--- src/rtl/i2c_reg_pkg.sv ---
// Shared definitions for the I2C register block: the register map, the CTRL bit
// positions and the STATUS bit positions.
package i2c_reg_pkg;

  typedef enum logic [7:0] {
    ADDR_CTRL     = 8'h00,
    ADDR_PRESCALE = 8'h01,
    ADDR_SLV_ADDR = 8'h02,
    ADDR_TX_DATA  = 8'h03,
    ADDR_RX_DATA  = 8'h04,
    ADDR_STATUS   = 8'h05
  } reg_addr_e;

  localparam int CTRL_EN    = 0;
  localparam int CTRL_START = 1;
  localparam int CTRL_RW    = 2;
  localparam int CTRL_FLUSH = 7;

  localparam int STAT_TX_EMPTY = 0;
  localparam int STAT_TX_FULL  = 1;
  localparam int STAT_RX_EMPTY = 2;
  localparam int STAT_RX_FULL  = 3;
  localparam int STAT_BUSY     = 4;
  localparam int STAT_ACK_ERR  = 5;
  localparam int STAT_TX_OVF   = 6;
  localparam int STAT_RX_OVF   = 7;

endpackage

--- src/rtl/i2c_reg_if.sv ---
// Register access bus between the APB slave (master side) and the I2C register block (slave side).
interface i2c_reg_if;

  logic [7:0] REG_ADDR_i;
  logic [7:0] REG_WDATA_i;
  logic       REG_WR_EN_i;
  logic       REG_RD_EN_i;
  logic [7:0] REG_RDATA_o;

  modport master (
    output REG_ADDR_i, REG_WDATA_i, REG_WR_EN_i, REG_RD_EN_i,
    input  REG_RDATA_o
  );

  modport slave (
    input  REG_ADDR_i, REG_WDATA_i, REG_WR_EN_i, REG_RD_EN_i,
    output REG_RDATA_o
  );

endinterface

--- src/rtl/sync_fifo.sv ---
// Single-clock byte FIFO with flush and an overflow pulse for pushes dropped while full.
// DEPTH must be a power of two so the pointers wrap naturally.
module sync_fifo #(
  parameter int WIDTH = 8,
  parameter int DEPTH = 4
) (
  input  logic             clk,
  input  logic             rst_n,
  input  logic             flush,
  input  logic             push,
  input  logic             pop,
  input  logic [WIDTH-1:0] din,
  output logic [WIDTH-1:0] dout,
  output logic             full,
  output logic             empty,
  output logic             ovf_pulse
);

  localparam int AW = (DEPTH > 1) ? $clog2(DEPTH) : 1;
  localparam int CW = AW + 1;

  logic [WIDTH-1:0] mem_q [DEPTH];
  logic [AW-1:0]    wrPtr_q, wrPtr_d;
  logic [AW-1:0]    rdPtr_q, rdPtr_d;
  logic [CW-1:0]    count_q, count_d;
  logic             doPush, doPop;

  assign full  = (count_q == CW'(DEPTH));
  assign empty = (count_q == '0);

  // When full, a requested pop always succeeds, which is what lets a same-cycle push in.
  assign doPop     = pop && !empty && !flush;
  assign doPush    = push && (!full || pop) && !flush;
  assign ovf_pulse = push && full && !pop && !flush;

  always_comb begin
    wrPtr_d = wrPtr_q;
    rdPtr_d = rdPtr_q;
    count_d = count_q;
    if (flush) begin
      wrPtr_d = '0;
      rdPtr_d = '0;
      count_d = '0;
    end else begin
      if (doPush) wrPtr_d = wrPtr_q + 1'b1;
      if (doPop)  rdPtr_d = rdPtr_q + 1'b1;
      case ({doPush, doPop})
        2'b10:   count_d = count_q + 1'b1;
        2'b01:   count_d = count_q - 1'b1;
        default: count_d = count_q;
      endcase
    end
  end

  always_ff @(posedge clk or negedge rst_n) begin
    if (!rst_n) begin
      wrPtr_q <= '0;
      rdPtr_q <= '0;
      count_q <= '0;
    end else begin
      wrPtr_q <= wrPtr_d;
      rdPtr_q <= rdPtr_d;
      count_q <= count_d;
    end
  end

  always_ff @(posedge clk) begin
    if (doPush) mem_q[wrPtr_q] <= din;
  end

  assign dout = empty ? '0 : mem_q[rdPtr_q];

endmodule

--- src/rtl/i2c_reg_block.sv ---
// Register block between the APB slave and the I2C master core: control/prescale/address
// registers, sticky status flags and the TX/RX byte FIFOs.
module i2c_reg_block
  import i2c_reg_pkg::*;
#(
  parameter int         FIFO_DEPTH   = 4,
  parameter logic [7:0] PRESCALE_RST = 8'h04
) (
  input  logic       PCLK_i,
  input  logic       PRESET_N_i,
  i2c_reg_if.slave   reg_bus,
  output logic       ENABLE_o,
  output logic       START_o,
  output logic       RW_o,
  output logic [6:0] SLV_ADDR_o,
  output logic [7:0] PRESCALE_o,
  output logic [7:0] TX_DATA_o,
  output logic       TX_VALID_o,
  input  logic       TX_POP_i,
  input  logic [7:0] RX_DATA_i,
  input  logic       RX_PUSH_i,
  input  logic       BUSY_i,
  input  logic       ACK_ERR_i
);

  logic       enable_q, enable_d;
  logic       rw_q, rw_d;
  logic       start_q, start_d;
  logic [6:0] slvAddr_q, slvAddr_d;
  logic [7:0] prescale_q, prescale_d;
  logic       txOvf_q, txOvf_d;
  logic       rxOvf_q, rxOvf_d;
  logic       ackErr_q, ackErr_d;

  logic       wrCtrl, wrPrescale, wrSlvAddr, wrTxData, wrStatus, rdRxData;
  logic       flush;
  logic       txFull, txEmpty, txOvfPulse;
  logic       rxFull, rxEmpty, rxOvfPulse;
  logic [7:0] rxHead;
  logic [7:0] status;
  logic [7:0] wdata;

  assign wdata      = reg_bus.REG_WDATA_i;
  assign wrCtrl     = reg_bus.REG_WR_EN_i && (reg_bus.REG_ADDR_i == ADDR_CTRL);
  assign wrPrescale = reg_bus.REG_WR_EN_i && (reg_bus.REG_ADDR_i == ADDR_PRESCALE);
  assign wrSlvAddr  = reg_bus.REG_WR_EN_i && (reg_bus.REG_ADDR_i == ADDR_SLV_ADDR);
  assign wrTxData   = reg_bus.REG_WR_EN_i && (reg_bus.REG_ADDR_i == ADDR_TX_DATA);
  assign wrStatus   = reg_bus.REG_WR_EN_i && (reg_bus.REG_ADDR_i == ADDR_STATUS);
  assign rdRxData   = reg_bus.REG_RD_EN_i && (reg_bus.REG_ADDR_i == ADDR_RX_DATA);

  // Flush is decoded straight from the write so it lands on the same edge as the register update.
  assign flush = wrCtrl && wdata[CTRL_FLUSH];

  sync_fifo #(.WIDTH(8), .DEPTH(FIFO_DEPTH)) u_tx_fifo (
    .clk(PCLK_i), .rst_n(PRESET_N_i), .flush(flush),
    .push(wrTxData), .pop(TX_POP_i), .din(wdata), .dout(TX_DATA_o),
    .full(txFull), .empty(txEmpty), .ovf_pulse(txOvfPulse)
  );

  sync_fifo #(.WIDTH(8), .DEPTH(FIFO_DEPTH)) u_rx_fifo (
    .clk(PCLK_i), .rst_n(PRESET_N_i), .flush(flush),
    .push(RX_PUSH_i), .pop(rdRxData), .din(RX_DATA_i), .dout(rxHead),
    .full(rxFull), .empty(rxEmpty), .ovf_pulse(rxOvfPulse)
  );

  always_comb begin
    enable_d   = enable_q;
    rw_d       = rw_q;
    slvAddr_d  = slvAddr_q;
    prescale_d = prescale_q;
    txOvf_d    = txOvf_q;
    rxOvf_d    = rxOvf_q;
    ackErr_d   = ackErr_q;
    start_d    = wrCtrl && wdata[CTRL_START] && wdata[CTRL_EN] && !BUSY_i;
    if (wrCtrl) begin
      enable_d = wdata[CTRL_EN];
      rw_d     = wdata[CTRL_RW];
    end
    if (wrPrescale) prescale_d = wdata;
    if (wrSlvAddr)  slvAddr_d  = wdata[6:0];
    // Clears are applied first so a same-cycle set event wins.
    if (wrStatus) begin
      if (wdata[STAT_RX_OVF])  rxOvf_d  = 1'b0;
      if (wdata[STAT_TX_OVF])  txOvf_d  = 1'b0;
      if (wdata[STAT_ACK_ERR]) ackErr_d = 1'b0;
    end
    if (rxOvfPulse) rxOvf_d  = 1'b1;
    if (txOvfPulse) txOvf_d  = 1'b1;
    if (ACK_ERR_i)  ackErr_d = 1'b1;
  end

  always_ff @(posedge PCLK_i or negedge PRESET_N_i) begin
    if (!PRESET_N_i) begin
      enable_q   <= 1'b0;
      rw_q       <= 1'b0;
      start_q    <= 1'b0;
      slvAddr_q  <= '0;
      prescale_q <= PRESCALE_RST;
      txOvf_q    <= 1'b0;
      rxOvf_q    <= 1'b0;
      ackErr_q   <= 1'b0;
    end else begin
      enable_q   <= enable_d;
      rw_q       <= rw_d;
      start_q    <= start_d;
      slvAddr_q  <= slvAddr_d;
      prescale_q <= prescale_d;
      txOvf_q    <= txOvf_d;
      rxOvf_q    <= rxOvf_d;
      ackErr_q   <= ackErr_d;
    end
  end

  always_comb begin
    status                = '0;
    status[STAT_TX_EMPTY] = txEmpty;
    status[STAT_TX_FULL]  = txFull;
    status[STAT_RX_EMPTY] = rxEmpty;
    status[STAT_RX_FULL]  = rxFull;
    status[STAT_BUSY]     = BUSY_i;
    status[STAT_ACK_ERR]  = ackErr_q;
    status[STAT_TX_OVF]   = txOvf_q;
    status[STAT_RX_OVF]   = rxOvf_q;
  end

  always_comb begin
    reg_bus.REG_RDATA_o = '0;
    case (reg_bus.REG_ADDR_i)
      ADDR_CTRL:     reg_bus.REG_RDATA_o = {5'b0, rw_q, 1'b0, enable_q};
      ADDR_PRESCALE: reg_bus.REG_RDATA_o = prescale_q;
      ADDR_SLV_ADDR: reg_bus.REG_RDATA_o = {1'b0, slvAddr_q};
      ADDR_RX_DATA:  reg_bus.REG_RDATA_o = rxHead;
      ADDR_STATUS:   reg_bus.REG_RDATA_o = status;
      default:       reg_bus.REG_RDATA_o = '0;
    endcase
  end

  assign ENABLE_o   = enable_q;
  assign RW_o       = rw_q;
  assign START_o    = start_q;
  assign SLV_ADDR_o = slvAddr_q;
  assign PRESCALE_o = prescale_q;
  assign TX_VALID_o = !txEmpty;

endmodule

--- src/flat_wrapper.sv ---
// flat-port wrapper written by rule: the top's interface ports become plain ports
module i2c_reg_block_flat import i2c_reg_pkg::*;
#(
  parameter int         FIFO_DEPTH   = 4,
  parameter logic [7:0] PRESCALE_RST = 8'h04
)
  (PCLK_i, PRESET_N_i, ENABLE_o, START_o, RW_o, SLV_ADDR_o, PRESCALE_o, TX_DATA_o, TX_VALID_o, TX_POP_i, RX_DATA_i, RX_PUSH_i, BUSY_i, ACK_ERR_i, reg_bus_REG_ADDR_i, reg_bus_REG_WDATA_i, reg_bus_REG_WR_EN_i, reg_bus_REG_RD_EN_i, reg_bus_REG_RDATA_o);
  i2c_reg_if reg_bus_i ();
  input  logic PCLK_i;
  input  logic PRESET_N_i;
  output logic ENABLE_o;
  output logic START_o;
  output logic RW_o;
  output logic [6:0] SLV_ADDR_o;
  output logic [7:0] PRESCALE_o;
  output logic [7:0] TX_DATA_o;
  output logic TX_VALID_o;
  input  logic TX_POP_i;
  input  logic [7:0] RX_DATA_i;
  input  logic RX_PUSH_i;
  input  logic BUSY_i;
  input  logic ACK_ERR_i;
  input wire logic [$bits(reg_bus_i.REG_ADDR_i)-1:0] reg_bus_REG_ADDR_i;
  input wire logic [$bits(reg_bus_i.REG_WDATA_i)-1:0] reg_bus_REG_WDATA_i;
  input wire logic [$bits(reg_bus_i.REG_WR_EN_i)-1:0] reg_bus_REG_WR_EN_i;
  input wire logic [$bits(reg_bus_i.REG_RD_EN_i)-1:0] reg_bus_REG_RD_EN_i;
  output wire logic [$bits(reg_bus_i.REG_RDATA_o)-1:0] reg_bus_REG_RDATA_o;
  assign reg_bus_i.REG_ADDR_i = reg_bus_REG_ADDR_i;
  assign reg_bus_i.REG_WDATA_i = reg_bus_REG_WDATA_i;
  assign reg_bus_i.REG_WR_EN_i = reg_bus_REG_WR_EN_i;
  assign reg_bus_i.REG_RD_EN_i = reg_bus_REG_RD_EN_i;
  assign reg_bus_REG_RDATA_o = reg_bus_i.REG_RDATA_o;
  i2c_reg_block #(.FIFO_DEPTH(FIFO_DEPTH), .PRESCALE_RST(PRESCALE_RST)) u_core (.PCLK_i(PCLK_i), .PRESET_N_i(PRESET_N_i), .reg_bus(reg_bus_i), .ENABLE_o(ENABLE_o), .START_o(START_o), .RW_o(RW_o), .SLV_ADDR_o(SLV_ADDR_o), .PRESCALE_o(PRESCALE_o), .TX_DATA_o(TX_DATA_o), .TX_VALID_o(TX_VALID_o), .TX_POP_i(TX_POP_i), .RX_DATA_i(RX_DATA_i), .RX_PUSH_i(RX_PUSH_i), .BUSY_i(BUSY_i), .ACK_ERR_i(ACK_ERR_i));
endmodule
--- config.mk ---
export PLATFORM = sky130hd
export DESIGN_NAME = i2c_reg_block_flat
export DESIGN_NICKNAME = d
export VERILOG_FILES = /design/src/rtl/i2c_reg_pkg.sv /design/src/rtl/i2c_reg_if.sv /design/src/rtl/sync_fifo.sv /design/src/rtl/i2c_reg_block.sv /design/src/flat_wrapper.sv
export SDC_FILE = /design/constraint.sdc
export NUM_CORES = 1
export LEC_CHECK = 0
export ABC_AREA = 0
export CELL_PAD_IN_SITES_DETAIL_PLACEMENT = 2
export CELL_PAD_IN_SITES_GLOBAL_PLACEMENT = 2
export CORE_MARGIN = 10
export CORE_UTILIZATION = 39
export DETAILED_ROUTE_END_ITERATION = 10
export PLACE_DENSITY = 0.91
export SKIP_LAST_GASP = 1
export SLEW_MARGIN = 20
export SYNTH_ARGS = -nofsm -noshare
export SYNTH_HDL_FRONTEND = slang
export SYNTH_SLANG_ARGS = --single-unit
--- constraint.sdc ---
create_clock -name PCLK_i -period 2.6 [get_ports PCLK_i]
set_input_delay 0.52 -clock PCLK_i [delete_from_list [all_inputs] [get_ports PCLK_i]]
set_output_delay 0.52 -clock PCLK_i [all_outputs]
set_load 0.1 [all_outputs]
==> results of run 1 <==
power breakdown:
group | switching (W) | leakage [nW] | internal (W) | total (W)
Clock | 0.000628 | 0.147 | 0.000755 | 0.00138
Combinational | 0.00143 | 1.41 | 0.000929 | 0.00236
Sequential | 0.000256 | 1.03 | 0.00190 | 0.00215
cell usage after synthesis (all sizes together):
| library cell | number |
|---|---|
| edfxtp | 64 |
| dfrtp | 34 |
| and2 | 17 |
| mux2 | 17 |
| mux4 | 16 |
| nor2 | 16 |
| inv | 14 |
| nand2 | 12 |
| ha | 10 |
| mux2i | 10 |
| buf | 7 |
| nand3 | 6 |
| nor3 | 5 |
| o21ai | 5 |
| or3 | 5 |
| xnor2 | 5 |
| a221o | 4 |
| clkbuf | 4 |
| nand4 | 4 |
| nor4 | 4 |
| xor2 | 4 |
| a21o | 3 |
| nand3b | 3 |
| nor4b | 3 |
| a211oi | 2 |
| a21oi | 2 |
| a221oi | 2 |
| fa | 2 |
| o22ai | 2 |
| o31ai | 2 |
| dfstp | 1 |
| nand2b | 1 |
| nand4b | 1 |
| nor2b | 1 |
| nor3b | 1 |
| o2bb2ai | 1 |
| o311ai | 1 |
| o32a | 1 |
| or4 | 1 |
stage by stage:
| stage | instance area (um2) | util [%] |
|---|---|---|
| 3_5_place_dp | 5892 | 51.60 |
| 5_1_grt | 6444 | 56.43 |
| 4_1_cts | 6341 | 55.53 |
| 3_3_place_gp | 5892 | 51.60 |
| 6_report | 6444 | 56.43 |
| 2_1_floorplan | 4571 | - |
path summary, 6_finish.rpt:
check                                               to  depth (start not counted)
min reg2reg                            u_core.ackErr_q                          1
min                        u_core.u_rx_fifo.wrPtr_q[1]                          1
max in group asynchronous  u_core.u_tx_fifo.rdPtr_q[0]                          1
max reg2reg                u_core.u_rx_fifo.count_q[2]                          9
min in group PCLK_i                    u_core.ackErr_q                          1
max                        u_core.u_rx_fifo.count_q[2]                         10
routing by layer:
layer / vias up / global-route usage, %
li1: 1373 / -
met1: 1685 / 20.87
met2: 85 / 37.31
met3: 33 / 4.384
met4: 0 / 8.079
met5: - / 0
cell families (layout without fill, tap and decap cells):
logic type,count (synthesis),count (layout)
xor+xnor,9,9
flops,99,99
mux,43,43
compound gates,25,25
simple gates,80,80
fa+ha+maj,12,12
buf+inv,25,160
area by class of cell:
class	instances	area, um2	area share (%)
well taps	143	178.9	2.777
flip-flops and latches	99	2801	43.48
clock inverters	7	75.07	1.165
clock buffers	9	225.2	3.495
repair buffers	130	1330	20.64
inverters	14	52.55	0.8155
multi-input cells	169	1780	27.63
cell usage in the layout, fill, tap and decap left out, types with 5 or more instances in the layout:
master,count
mux2i_1,10
buf_6,9
mux2_2,16
clkbuf_16,9
buf_12,21
ha_1,8
inv_1,12
edfxtp_1,64
buf_4,69
clkbuf_2,5
dfrtp_1,32
and2_1,17
nor2_1,14
clkdlybuf4s50_1,20
mux4_2,16
nand2_1,10
what timing repair did:
| action | in CTS | in global routing |
|---|---|---|
| buffers inserted | 7 | 5 |
| resized for setup | 43 | 25 |
| pin swaps | 10 | 8 |
| setup endpoints to repair | 17 | 11 |
state kept, by name, indices dropped and copies added (netlist names), 2 cells and up:
signal / cells
u_core.u_tx_fifo.count_q: 3
u_core.u_rx_fifo.wrPtr_q: 2
u_core.SLV_ADDR_o: 7
u_core.u_rx_fifo.rdPtr_q: 2
u_core.u_tx_fifo.mem_q: 32
u_core.u_rx_fifo.mem_q: 32
u_core.PRESCALE_o: 8
u_core.u_tx_fifo.rdPtr_q: 2
u_core.u_rx_fifo.count_q: 3
u_core.u_tx_fifo.wrPtr_q: 2
worst max-delay path: cells and delay by family:
kind	cells	cell delay (ns)
simple gates	3	1.07
xor+xnor	1	0.15
buf+inv	2	0.15
compound gates	2	0.51
fa+ha+maj	2	0.53
==> impl_metrics.ini, run 1 <==
[clocking]
clkTransAtPathRegs_ns = 0.07
root_buffer = clkbuf_16
clock_sinks = 99
cts_hold_buf = 0
htreeDepth = 3
clockBufferDepth = 2
cts_tree = yes
numCtsBuffers = 9
clock_latency_ns = 0.36

[route]
dr.pass1.iters = 4
wl_per_cell_um = 28.67
dr_wl_met3_um = 588
met2_length_um = 9172
drc = 0
drt_iter0_drc = 224
m1WireLength_um = 6146
wirelength_um = 16370
top_layer = met4
ant_nets = 0
vias = 3176
vias_per_cell = 5.562

[die]
die_x_um = 127.8
dieArea_um2 = 16340
die_h_um = 127.8
core_um2 = 11420
num_io_pins = 67
initial_core_util_pct = 39.72
rows = 39

[final_layout]
syn2layout_area_growth_pct = 42.07
n_fill_cell = 1012
antenna_cells = 0
drive_above_1_share_pct = 46.26
nets = 467
fin_cells = 571

[yosys]
ys_top_cells_by_area = edfxtp_1, dfrtp_1, mux4_2, mux2_2, ha_1
synth_top_area_share_pct = 42.37
synth-seq-cells = 99
synth-simple-area-share_pct = 11.50
syn_area_um2 = 4536
synthCells = 293
synth_largest_area_cell = edfxtp_1
synth_compound_area_share_pct = 4.524
avgSynthCellArea_um2 = 15.48
ys_seq_area_share_pct = 61.71
ys_types = 52
synth_fp_nets = 337
synth_fa_ha_area_share_pct = 3.641
synth.area.mux_share_pct = 14.37
synth-xor-area-share_pct = 1.738
ys_warn_count = 0
synth_top_family_by_area = multiplexers

[sta]
tns_ns = -0.06145
fin_skew_ns = 0.008156
setup_viol = 2
slew_headroom_pct = 41.25
tightest_slew_ns = 0.8812
fmax_mhz = 375.7
fin_crit_sh_pct = 102.4
setup_slack_ns = -0.06138
rsz0062_at_grt = true
whs_ns = 0.2676
final_max_slew_viol_count = 0
finalCriticalPeriod_ns = 2.661
hold_viol_final = 0

[global_routing]
antenna_found_initial = 0
grt_max_degree = 36
grtUsageTotal_pct = 19.89
overflow = 0
grt_first_pass_wirelength_um = 24110
grt_pass1_vias = 3727

[setup_path]
required_ns = 2.88
critical-path-slowest-cell = or4_4
max_stage_delay_ns = 0.56
critPathMaxFanout = 2
reg2reg_slack_ns = 0.19
arrival_ns = 2.94
cp-end-kind = flop
crit_chain = buf_6 -> or4_4 -> o32a_4 -> nor2_4 -> inv_2 -> ha_4 -> fa_2 -> xnor2_2 -> or3_4 -> a21oi_2
worstSetupStartpoint = reg_bus_REG_ADDR_i[0]
start_kind = input port
crit_type = input port to flop
reg2reg_from = u_core.u_rx_fifo.count_q[2]

[flow_run]
drv_cap = 0

[power_and_ir_drop]
leakage_nw = 2.589
peakVddDrop_uv = 1254
powerDensity_nw_per_um2 = 914.8
total_power_w = 0.005895

[hold_path]
hp-class = input port to asynchronous set/reset pin

[outcome]
violations = negative setup slack
status = finished, violations left

[placement]
pre_cts_slack_ns = -0.7030
port-buffer-count = 66
finalWeightedCongestion = 0.8040
placed_cells = 543
dp_hpwl_um = 11180
Power figures use the tool's default switching activity.
==> inputs of run 2 (changes only) <==
- CTS_CLUSTER_SIZE: not set -> 20
- MAX_ROUTING_LAYER: not set -> met4
==> impl_metrics.ini, run 2 (synthesis gave the netlist of run 1 again) <==
[route]
wl_per_cell_um = 28.58
ant_nets = 0
drc = 0
drt_iter0_drc = 224
vias_per_cell = 5.525
wirelength_um = 16320
vias = 3155
dr.pass1.iters = 4

[power_and_ir_drop]
switching_share_pct = 39.16
clkPwrFrac_pct = 23.4
pwr-share-comb_pct = 40.0
leakage_nw = 2.589
p_seq_share_pct = 36.6
peakVddDrop_uv = 1253
total_power_w = 0.005889
power.internal_w = 0.003583
switchingPower_w = 0.002306
powerDensity_nw_per_um2 = 914.0

[global_routing]
grt_pass1_vias = 3721
grt_max_degree = 36
overflow = 0
grtUsageTotal_pct = 20.47
grtUsageMet1_pct = 21.05
grt_busiest_layer = met2
antenna_found_initial = 0
grt_use_met2_pct = 37.34
grt_first_pass_wirelength_um = 24110
use_met3_pct = 4.053

[final_layout]
register_area_um2 = 2801
mostFrequentLayoutCell = buf_4
nets = 467
multi_input_area_um2 = 1780
antenna_cells = 0
fin_cells = 571
syn2layout_area_growth_pct = 42.07
final_cell_mix = buf_4, edfxtp_1, dfrtp_1
n_fill_cell = 1012
drive_above_1_share_pct = 46.26

[sta]
setup_slack_ns = -0.06206
finalCriticalPeriod_ns = 2.662
fmax_mhz = 375.6
tightest_slew_ns = 0.8761
fin_skew_ns = 0.007876
hold_viol_final = 0
setup_viol = 1
slew_headroom_pct = 41.59
final_max_slew_viol_count = 0
rsz0062_at_grt = true
fin_crit_sh_pct = 102.4

[setup_path]
required_ns = 2.87
crit_chain = buf_6 -> or4_4 -> o32a_4 -> nor2_4 -> inv_2 -> ha_4 -> fa_2 -> xnor2_2 -> or3_4 -> a21oi_2
arrival_ns = 2.94
crit_buf_inv = 2
crit_family = simple AND/OR/NAND/NOR gates
critical-path-slowest-cell = or4_4
max_stage_delay_ns = 0.56
crit_type = input port to flop
cp-end-kind = flop
critPathMaxFanout = 2
start_kind = input port

[outcome]
violations = negative setup slack
status = finished, violations left

[placement]
finalWeightedCongestion = 0.8157
port-buffer-count = 66
placed_cells = 543
dp_hpwl_um = 11180

[die]
core_um2 = 11420
dieArea_um2 = 16340
num_io_pins = 67
die_x_um = 127.8
rows = 39
die_h_um = 127.8
initial_core_util_pct = 39.72

[clocking]
cts_tree = yes
clock_latency_ns = 0.36
htreeDepth = 3
clockBufferDepth = 2
numCtsBuffers = 9
cts_hold_buf = 0
clkTransAtPathRegs_ns = 0.07
root_buffer = clkbuf_16
clock_sinks = 99

[hold_path]
hp-class = input port to asynchronous set/reset pin

[flow_run]
drv_cap = 0
==> run 2: cell counts in the layout (fill, tap and decap cells not counted) <==
Identical to the previous run, type by type.
==> run 2: power groups by stage <==
stage / Sequential [W] / Combinational [W] / Clock (W)
2_1_floorplan: 0.00211 / 0.00136 / 0
3_3_place_gp: 0.00213 / 0.00208 / 0
3_5_place_dp: 0.00217 / 0.00223 / 0
4_1_cts: 0.00214 / 0.00230 / 0.00140
5_1_grt: 0.00218 / 0.00248 / 0.00147
6_report: 0.00216 / 0.00235 / 0.00138
==> run 2: stage by stage <==
stage / instance area, um2 / setup slack [ns] / hold slack (ns) / TNS [ns] / util (%)
global placement: 5892 / -0.5075 / 0.4632 / -11.55 / 51.60
detailed placement: 5892 / -0.7030 / 0.4896 / -17.12 / 51.60
global route: 6444 / -0.1143 / 0.3283 / -0.2746 / 56.43
floorplan: 4571 / -0.1438 / 0.2244 / -0.2459 / -
CTS: 6341 / -0.04690 / 0.2864 / -0.07421 / 55.53
finish: 6444 / -0.06206 / 0.2796 / -0.06206 / 56.43
==> run 2: area by class of cell <==
type                       instances  share of cell area [%]
clock buffer                       9                   3.495
clock inverter                     7                   1.165
inverter                          14                  0.8155
timing repair buffer             130                   20.64
sequential                        99                   43.48
tap                              143                   2.777
multi-input combinational        169                   27.63
==> run 2: layer usage <==
metal  up-vias  share of wire [%]
met5         -                  0
met4         0                2.9
met3        29                3.3
met2        83                 56
met1      1670                 38
li1       1373                  -
==> run 2: worst paths after layout <==
path / endpoint / cells after the start / slack [ns] / start
min in group PCLK_i: u_core.ackErr_q / 1 / 0.51 / u_core.ackErr_q
setup / recovery: u_core.u_rx_fifo.count_q[2] / 10 / -0.06 / reg_bus_REG_ADDR_i[0]
hold / removal: u_core.u_rx_fifo.wrPtr_q[1] / 1 / 0.28 / PRESET_N_i
max in group asynchronous: u_core.u_rx_fifo.rdPtr_q[0] / 1 / 1.72 / PRESET_N_i
hold reg to reg: u_core.ackErr_q / 1 / 0.51 / u_core.ackErr_q
setup reg to reg: u_core.u_rx_fifo.count_q[2] / 9 / 0.18 / u_core.u_rx_fifo.count_q[2]
==> run 2: timing repair <==
action | in CTS | in global routing
gates resized for setup | 43 | 25
endpoints found under the setup margin | 17 | 11
cloned | 0 | 0
pin swaps | 10 | 8
buffers inserted | 7 | 5
==> inputs of run 3 (changes only) <==
- CTS_CLUSTER_SIZE: 20 -> 10
==> results of run 3 <==
No change in the layout: final DEF, timing and power equal those of run 2.
